$ cat config.mk
export PLATFORM = sky130hd
export DESIGN_NAME = alu_controller
export DESIGN_NICKNAME = d
export VERILOG_FILES = /design/src/rtl/alu_controller.sv
export SDC_FILE = /design/constraint.sdc
export NUM_CORES = 1
export LEC_CHECK = 0
export ABC_AREA = 1
export BUFFER_PORTS_ARGS = -buffer_cell sky130_fd_sc_hd__buf_4
export CAP_MARGIN = 0
export CORE_UTILIZATION = 50
export CTS_CLUSTER_DIAMETER = 50
export DETAILED_ROUTE_END_ITERATION = 8
export PLACE_DENSITY = 0.73
export SYNTH_ARGS = -nofsm -noshare
export SYNTH_HDL_FRONTEND = slang
export SYNTH_SLANG_ARGS = --single-unit
$ cat constraint.sdc
create_clock -name clk -period 1.88 [get_ports clk]
set_clock_uncertainty 0.2 [all_clocks]
set_input_delay 0.094 -clock clk [delete_from_list [all_inputs] [get_ports clk]]
set_output_delay 0.094 -clock clk [all_outputs]
set_load 0.03 [all_outputs]
$ cat src/rtl/alu_controller.sv
// Command-driven controller for an external combinational ALU with a 4-entry register file.
// Each command runs IDLE -> ISSUE -> RESPOND; the result is written back and returned on the response port.
`timescale 1ns/1ps

module alu_controller #(
  parameter int DATA_W = 8
) (
  input  logic              clk,
  input  logic              rst_n,
  input  logic              cmd_valid,
  output logic              cmd_ready,
  input  logic [1:0]        cmd_op,
  input  logic [1:0]        cmd_dst,
  input  logic [1:0]        cmd_src_a,
  input  logic [1:0]        cmd_src_b,
  input  logic [DATA_W-1:0] cmd_imm,
  output logic [DATA_W-1:0] alu_in1,
  output logic [DATA_W-1:0] alu_in2,
  output logic [DATA_W-1:0] alu_in3,
  output logic [1:0]        alu_op,
  input  logic [DATA_W-1:0] alu_result,
  output logic              rsp_valid,
  input  logic              rsp_ready,
  output logic [DATA_W-1:0] rsp_data,
  output logic              rsp_zero
);

  typedef enum logic [1:0] {
    IDLE    = 2'd0,
    ISSUE   = 2'd1,
    RESPOND = 2'd2
  } state_t;

  localparam logic [1:0] OP_LDI = 2'd3;

  state_t            state;
  state_t            state_next;
  logic [1:0]        op_q;
  logic [1:0]        dst_q;
  logic [1:0]        src_a_q;
  logic [1:0]        src_b_q;
  logic [DATA_W-1:0] imm_q;
  logic [DATA_W-1:0] regs [4];
  logic [DATA_W-1:0] wr_value;

  // LDI bypasses the ALU entirely so its result never depends on alu_result.
  assign wr_value = (op_q == OP_LDI) ? imm_q : alu_result;

  always_ff @(posedge clk or negedge rst_n) begin
    if (!rst_n) begin
      state <= IDLE;
    end else begin
      state <= state_next;
    end
  end

  always_comb begin
    state_next = state;
    cmd_ready  = 1'b0;
    rsp_valid  = 1'b0;
    alu_in1    = '0;
    alu_in2    = '0;
    alu_in3    = '0;
    alu_op     = 2'd0;
    case (state)
      IDLE: begin
        cmd_ready = 1'b1;
        if (cmd_valid) begin
          state_next = ISSUE;
        end
      end
      ISSUE: begin
        alu_in1    = regs[src_a_q];
        alu_in2    = regs[src_b_q];
        alu_in3    = imm_q;
        alu_op     = (op_q == OP_LDI) ? 2'd0 : op_q;
        state_next = RESPOND;
      end
      RESPOND: begin
        rsp_valid = 1'b1;
        if (rsp_ready) begin
          state_next = IDLE;
        end
      end
      default: begin
        state_next = IDLE;
      end
    endcase
  end

  always_ff @(posedge clk or negedge rst_n) begin
    if (!rst_n) begin
      op_q    <= 2'd0;
      dst_q   <= 2'd0;
      src_a_q <= 2'd0;
      src_b_q <= 2'd0;
      imm_q   <= '0;
    end else if (state == IDLE && cmd_valid) begin
      op_q    <= cmd_op;
      dst_q   <= cmd_dst;
      src_a_q <= cmd_src_a;
      src_b_q <= cmd_src_b;
      imm_q   <= cmd_imm;
    end
  end

  // Sources are read combinationally during ISSUE, so a dst==src write lands only for the next command.
  always_ff @(posedge clk or negedge rst_n) begin
    if (!rst_n) begin
      for (int i = 0; i < 4; i++) begin
        regs[i] <= '0;
      end
    end else if (state == ISSUE) begin
      regs[dst_q] <= wr_value;
    end
  end

  always_ff @(posedge clk or negedge rst_n) begin
    if (!rst_n) begin
      rsp_data <= '0;
      rsp_zero <= 1'b0;
    end else if (state == ISSUE) begin
      rsp_data <= wr_value;
      rsp_zero <= (wr_value == '0);
    end
  end

endmodule
### After elaboration in Yosys (flattened, before gate mapping)

Cells that the tools add are included.

| word-level totals | value |
|---|---|
| register bits after elaboration | 59 |
| latch bits | 0 |
| RAM bits | 0 |
| memory bits (read-only) | 0 |
| input port bits | 28 |
| output and inout port bits | 37 |
| memories | 0 |

| operators by class | value |
|---|---|
| $add $sub $neg | 0 |
| multipliers | 0 |
| div/mod/pow operators | 0 |
| magnitude comparators | 4 |
| eq/ne operators | 5 |
| shift-type cells | 0 |
| muxes and demuxes | 20 |
| bitwise logic cells | 3 |
| reduce and logical (&&, ||, !) cells | 5 |

Operators with widths:

| kind | count |
|---|---|
| $mux W8 | 9 |
| $bmux W8 S2 | 2 |
| $bwmux W32 | 1 |
| $demux W8 S2 | 1 |
| $ge A3 B3 Y1 const B | 3 |
| $not A2 Y3 | 3 |
| $logic_not A8 Y1 | 1 |
| $mux W2 | 4 |
| $pmux W2 S3 | 1 |
| $eq A2 B2 Y1 const B | 2 |
| $ne A2 B2 Y1 const B | 2 |
| $lt A3 B1 Y1 const B | 1 |
| $eq A2 B1 Y1 const B | 1 |
| $logic_and A1 B1 Y1 | 2 |
| $logic_not A2 Y1 | 1 |
| $mux W1 | 2 |
| $reduce_and A2 Y1 | 1 |

### Depth between registers and ports, before layout

| logic depth | value |
|---|---|
| word-level depth | 6 |
| gate-level depth with buffers | 8 |
| gate-level depth less buffers | 7 |

### Least setup slack after synthesis

No wires, ideal clock.

| timing path | value |
|---|---|
| path kind | reg2out |
| start point | reg state[1] |
| end point | out alu_op[1] |
| data arrival time | 1.485 ns |
| data required time | 1.586 ns |
| slack | 0.101 ns |
| stages on the path, launching flop included | 6 |
| cells stage by stage | dfrtp_1 -> inv_1 -> nand2_2 -> buf_6 -> buf_2 -> nor3_1 |

| between the ends | value |
|---|---|
| cells in the longest elaborated chain, start to end | 2 |

RTL lines:

| what | line | source |
|---|---|---|
| from (decl) | 36 | `state_t state;` |
| from (signal assigned) | 53 | `state <= state_next;` |
| $eq A2 B1 Y1 | 65 | `case (state)` |
| $mux W2 | 65 |  |
| to (decl) | 20 | `output logic [1:0] alu_op,` |

No other way between the ends.

### Worst setup path in the final report

| timing path | value |
|---|---|
| start point | reg src_a_q[1] |
| end point | out alu_in1[4] |

| between the ends | value |
|---|---|
| cells in the longest elaborated chain, start to end | 5 |

RTL lines:

| what | line | source |
|---|---|---|
| from (decl) | 40 | `logic [1:0] src_a_q;` |
| from (signal assigned) | 101 | `src_a_q <= cmd_src_a;` |
| $not A2 Y3 (not written as such) | 73 | `alu_in1 = regs[src_a_q];` |
| $bmux W8 S2 | 73 |  |
| $mux W8 (not written as such) (2 in a row) | 73 |  |
| $mux W8 | 65 |  |
| to (decl) | 17 | `output logic [DATA_W-1:0] alu_in1,` |

No other way between the ends. The select of a mux whose other input is x is not followed.

==> results.toml <==
[status]
status = "complete, but fails checks"
violations = "negative setup slack"

[critical_path]
cp.required_ns = 1.59
cp_slowest_stage_delay_ns = 0.42
arrival_ns = 1.63
cp-end-kind = "output pin"
critPathMaxFanout = 4
crit_type = "flip-flop to output pin"
critPathTopFamily = "compound AO/OA/AOI/OAI gates"
worstPathCellList = "clkinvlp_2 -> a21oi_2 -> o21ai_1 -> a21oi_1 -> buf_4"
cp_num_buf_inv = 2
start_kind = "flip-flop"
slowest_stage = "dfrtp_2"

[logic_synthesis]
synth.avg_cell_area_um2 = 7.877
ys_ff_latch = 59
yosysUniqueCellTypes = 18
synth_area_um2 = 2985
ys_seq_area_share_pct = 49.46
netlist_instances = 379
yosysWarnings = 0
syn_nets = 407

[sta]
slew_violations = 0
rsz0062_at_grt = "yes"
layout_min_cycle_time_ns = 1.922
worst_hold_slack_ns = 0.03977
worstMarginPinSlew_ns = 0.7423
fmax_mhz = 520.3
setup_ws_ns = -0.04212
finalCritPeriodShare_pct = 102.2
report.final.setup_viol = 6
slew_headroom_pct = 50.51
hold_violations = 0

[grt]
antenna_found_initial = 0
grt_pass1_vias = 2794
grt.overflow.total = 0
grt_use_total_pct = 27.84
grt_max_degree = 60
grt_pass1_wl_um = 13250

[hold_path]
min_path_type = "input port to flip-flop"

[place]
place_area_um2 = 3535
gp_congestion = 0.8674
portBuffers = 64
place_inst = 508
dpl.hpwl_um = 5323

[final_layout]
final_common_cell = "buf_4"
area_growth_pct = 37.38
stdcell_area_um2 = 4101
drive_gt1_share_pct = 27.54
fill_cells = 415
layout.cells.non_filler = 555
insertedDiodeCount = 0
nets = 506
layout_common_cells = "80 x buf_4, 70 x nand2_1, 57 x o21ai_0, 56 x dfrtp_1, 50 x a21oi_1"

[detailed_routing]
routed_via_density = 5.360
ant_nets = 0
wl_met1_um = 3596
drt-pass1-iter-count = 5
top_layer_used = "met4"
avgRoutedWirePerCell_um = 15.01
wl_met3_um = 577
wl_um = 8333
met2WireLength_um = 3977
drcViolationCount = 0
first_iter_violations = 292
vias = 2975

[power]
p_leak_nw = 1.974
power_switching_w = 0.003419
power.internal_w = 0.003941
pwr-share-seq_pct = 31.2
power_frac_clock_pct = 16.1
p_per_area_nw_per_um2 = 1795
ir_drop_mv = 1.027
combPwrFrac_pct = 52.7
sw_frac_of_total_pct = 46.46

[clock_tree]
tritoncts = "yes"
clkTransAtPathRegs_ns = 0.07
clock-sinks = 59
cts_htree_levels = 3
cts_max_path_buffers = 2
clock_latency_ns = 0.34
cts_buffers = 9
cts-root-buf = "clkbuf_8"

[run]
max_cap_viol_count = 0

[floorplanning]
num_rows = 27
dieArea_um2 = 6284
core_um2 = 5642
die_h_um = 79.27
ioPinCount = 65
die_w_um = 79.27
start_util_pct = 52.92
## routing by layer
| metal | vias to the layer above | global-route usage [%] |
|---|---|---|
| met4 | 0 | 8.545 |
| met3 | 19 | 6.782 |
| met1 | 1399 | 35.56 |
| li1 | 1428 | - |
| met2 | 129 | 46.55 |
| met5 | - | 0 |
## synthesized netlist by cell type (all sizes together)
master / n / share of area, %
o21ai: 75 / 13
nand2: 72 / 9.2
a21oi: 60 / 10
dfrtp: 59 / 49
inv: 48 / 6.0
nor2: 29 / 3.6
buf: 16 / 3.7
nand3: 7 / 1.2
clkbuf: 6 / 0.75
nor3: 5 / 2.3
clkinv: 2 / 0.25
## cells by family (layout without fill, tap and decap cells)
group | count (synthesis) | after routing | synth area share [%]
AO/OA/AOI/OAI | 135 | 135 | 23.39
AND/OR/NAND/NOR | 113 | 113 | 16.39
buffers and inverters | 72 | 176 | 10.77
flip-flops | 59 | 59 | 49.46
## cell type report
cell class | count | area (µm²) | share of cell area (%)
Multi-Input combinational cell | 248 | 1230 | 29.99
Timing Repair inverter | 2 | 12.51 | 0.3051
Clock buffer | 12 | 155.1 | 3.783
Clock inverter | 4 | 48.80 | 1.190
Timing Repair Buffer | 108 | 883.3 | 21.54
Inverter | 50 | 201.4 | 4.912
Tap cell | 72 | 90.09 | 2.196
Sequential cell | 59 | 1480 | 36.09
## flip-flops by register name, summed over array words and instances (netlist names)
| signal | cells |
|---|---|
| src_a_q | 2 |
| op_q | 2 |
| rsp_data | 8 |
| rsp_zero | 1 |
| regs | 32 |
| imm_q | 8 |
| src_b_q | 2 |
| dst_q | 2 |
| state | 2 |
## power by group through the flow
stage                     clock network [W]  logic [W]  registers [W]
after floorplan                           0    0.00229        0.00228
after global placement                    0    0.00339        0.00222
after detailed placement                  0    0.00346        0.00224
after CTS                           0.00119    0.00353        0.00222
after global routing                0.00126    0.00424        0.00236
final                               0.00118    0.00388        0.00230
## metrics by stage
step	util [%]	total power (W)	setup TNS [ns]	setup WS, ns
2_1_floorplan	-	0.004574	0	0.1010
3_3_place_gp	62.65	0.005607	0	0.3705
3_5_place_dp	62.65	0.005697	0	0.3298
4_1_cts	70.22	0.006946	0	0.004748
5_1_grt	72.70	0.007859	-0.7556	-0.09906
6_report	72.70	0.007360	-0.1518	-0.04212
## repair_timing
action                     CTS  global route
gates resized for setup      3            37
setup endpoints to repair    2            16
setup buffers                0             7
gates cloned                 0             3
hold buffers                21             0
hold endpoints to repair    83             0
pin swaps                    0            14
## final timing paths
path	from	end	slack [ns]	cells past startpoint
min in group asynchronous	rst_n	regs[9]$_DFFE_PN0P_	0.15	2
max in group asynchronous	rst_n	src_b_q[1]$_DFFE_PN0P_	0.79	2
setup / recovery	src_a_q[1]$_DFFE_PN0P_	alu_in1[4]	-0.04	5
hold / removal	alu_result[5]	regs[5]$_DFFE_PN0P_	0.04	5
hold reg to reg	rsp_data[2]$_DFFE_PN0P_	rsp_data[2]$_DFFE_PN0P_	0.29	2
setup reg to reg	op_q[1]$_DFFE_PN0P_	regs[9]$_DFFE_PN0P_	0.36	6
## worst min-delay path: cells and delay by family
| kind | cells | cell delay [ns] |
|---|---|---|
| buffers and inverters | 2 | 0.15 |
| AOI/OAI and AO/OA | 1 | 0.09 |
| and+or+nand+nor | 2 | 0.22 |
Note: power is estimated with default switching activity, not from simulation.
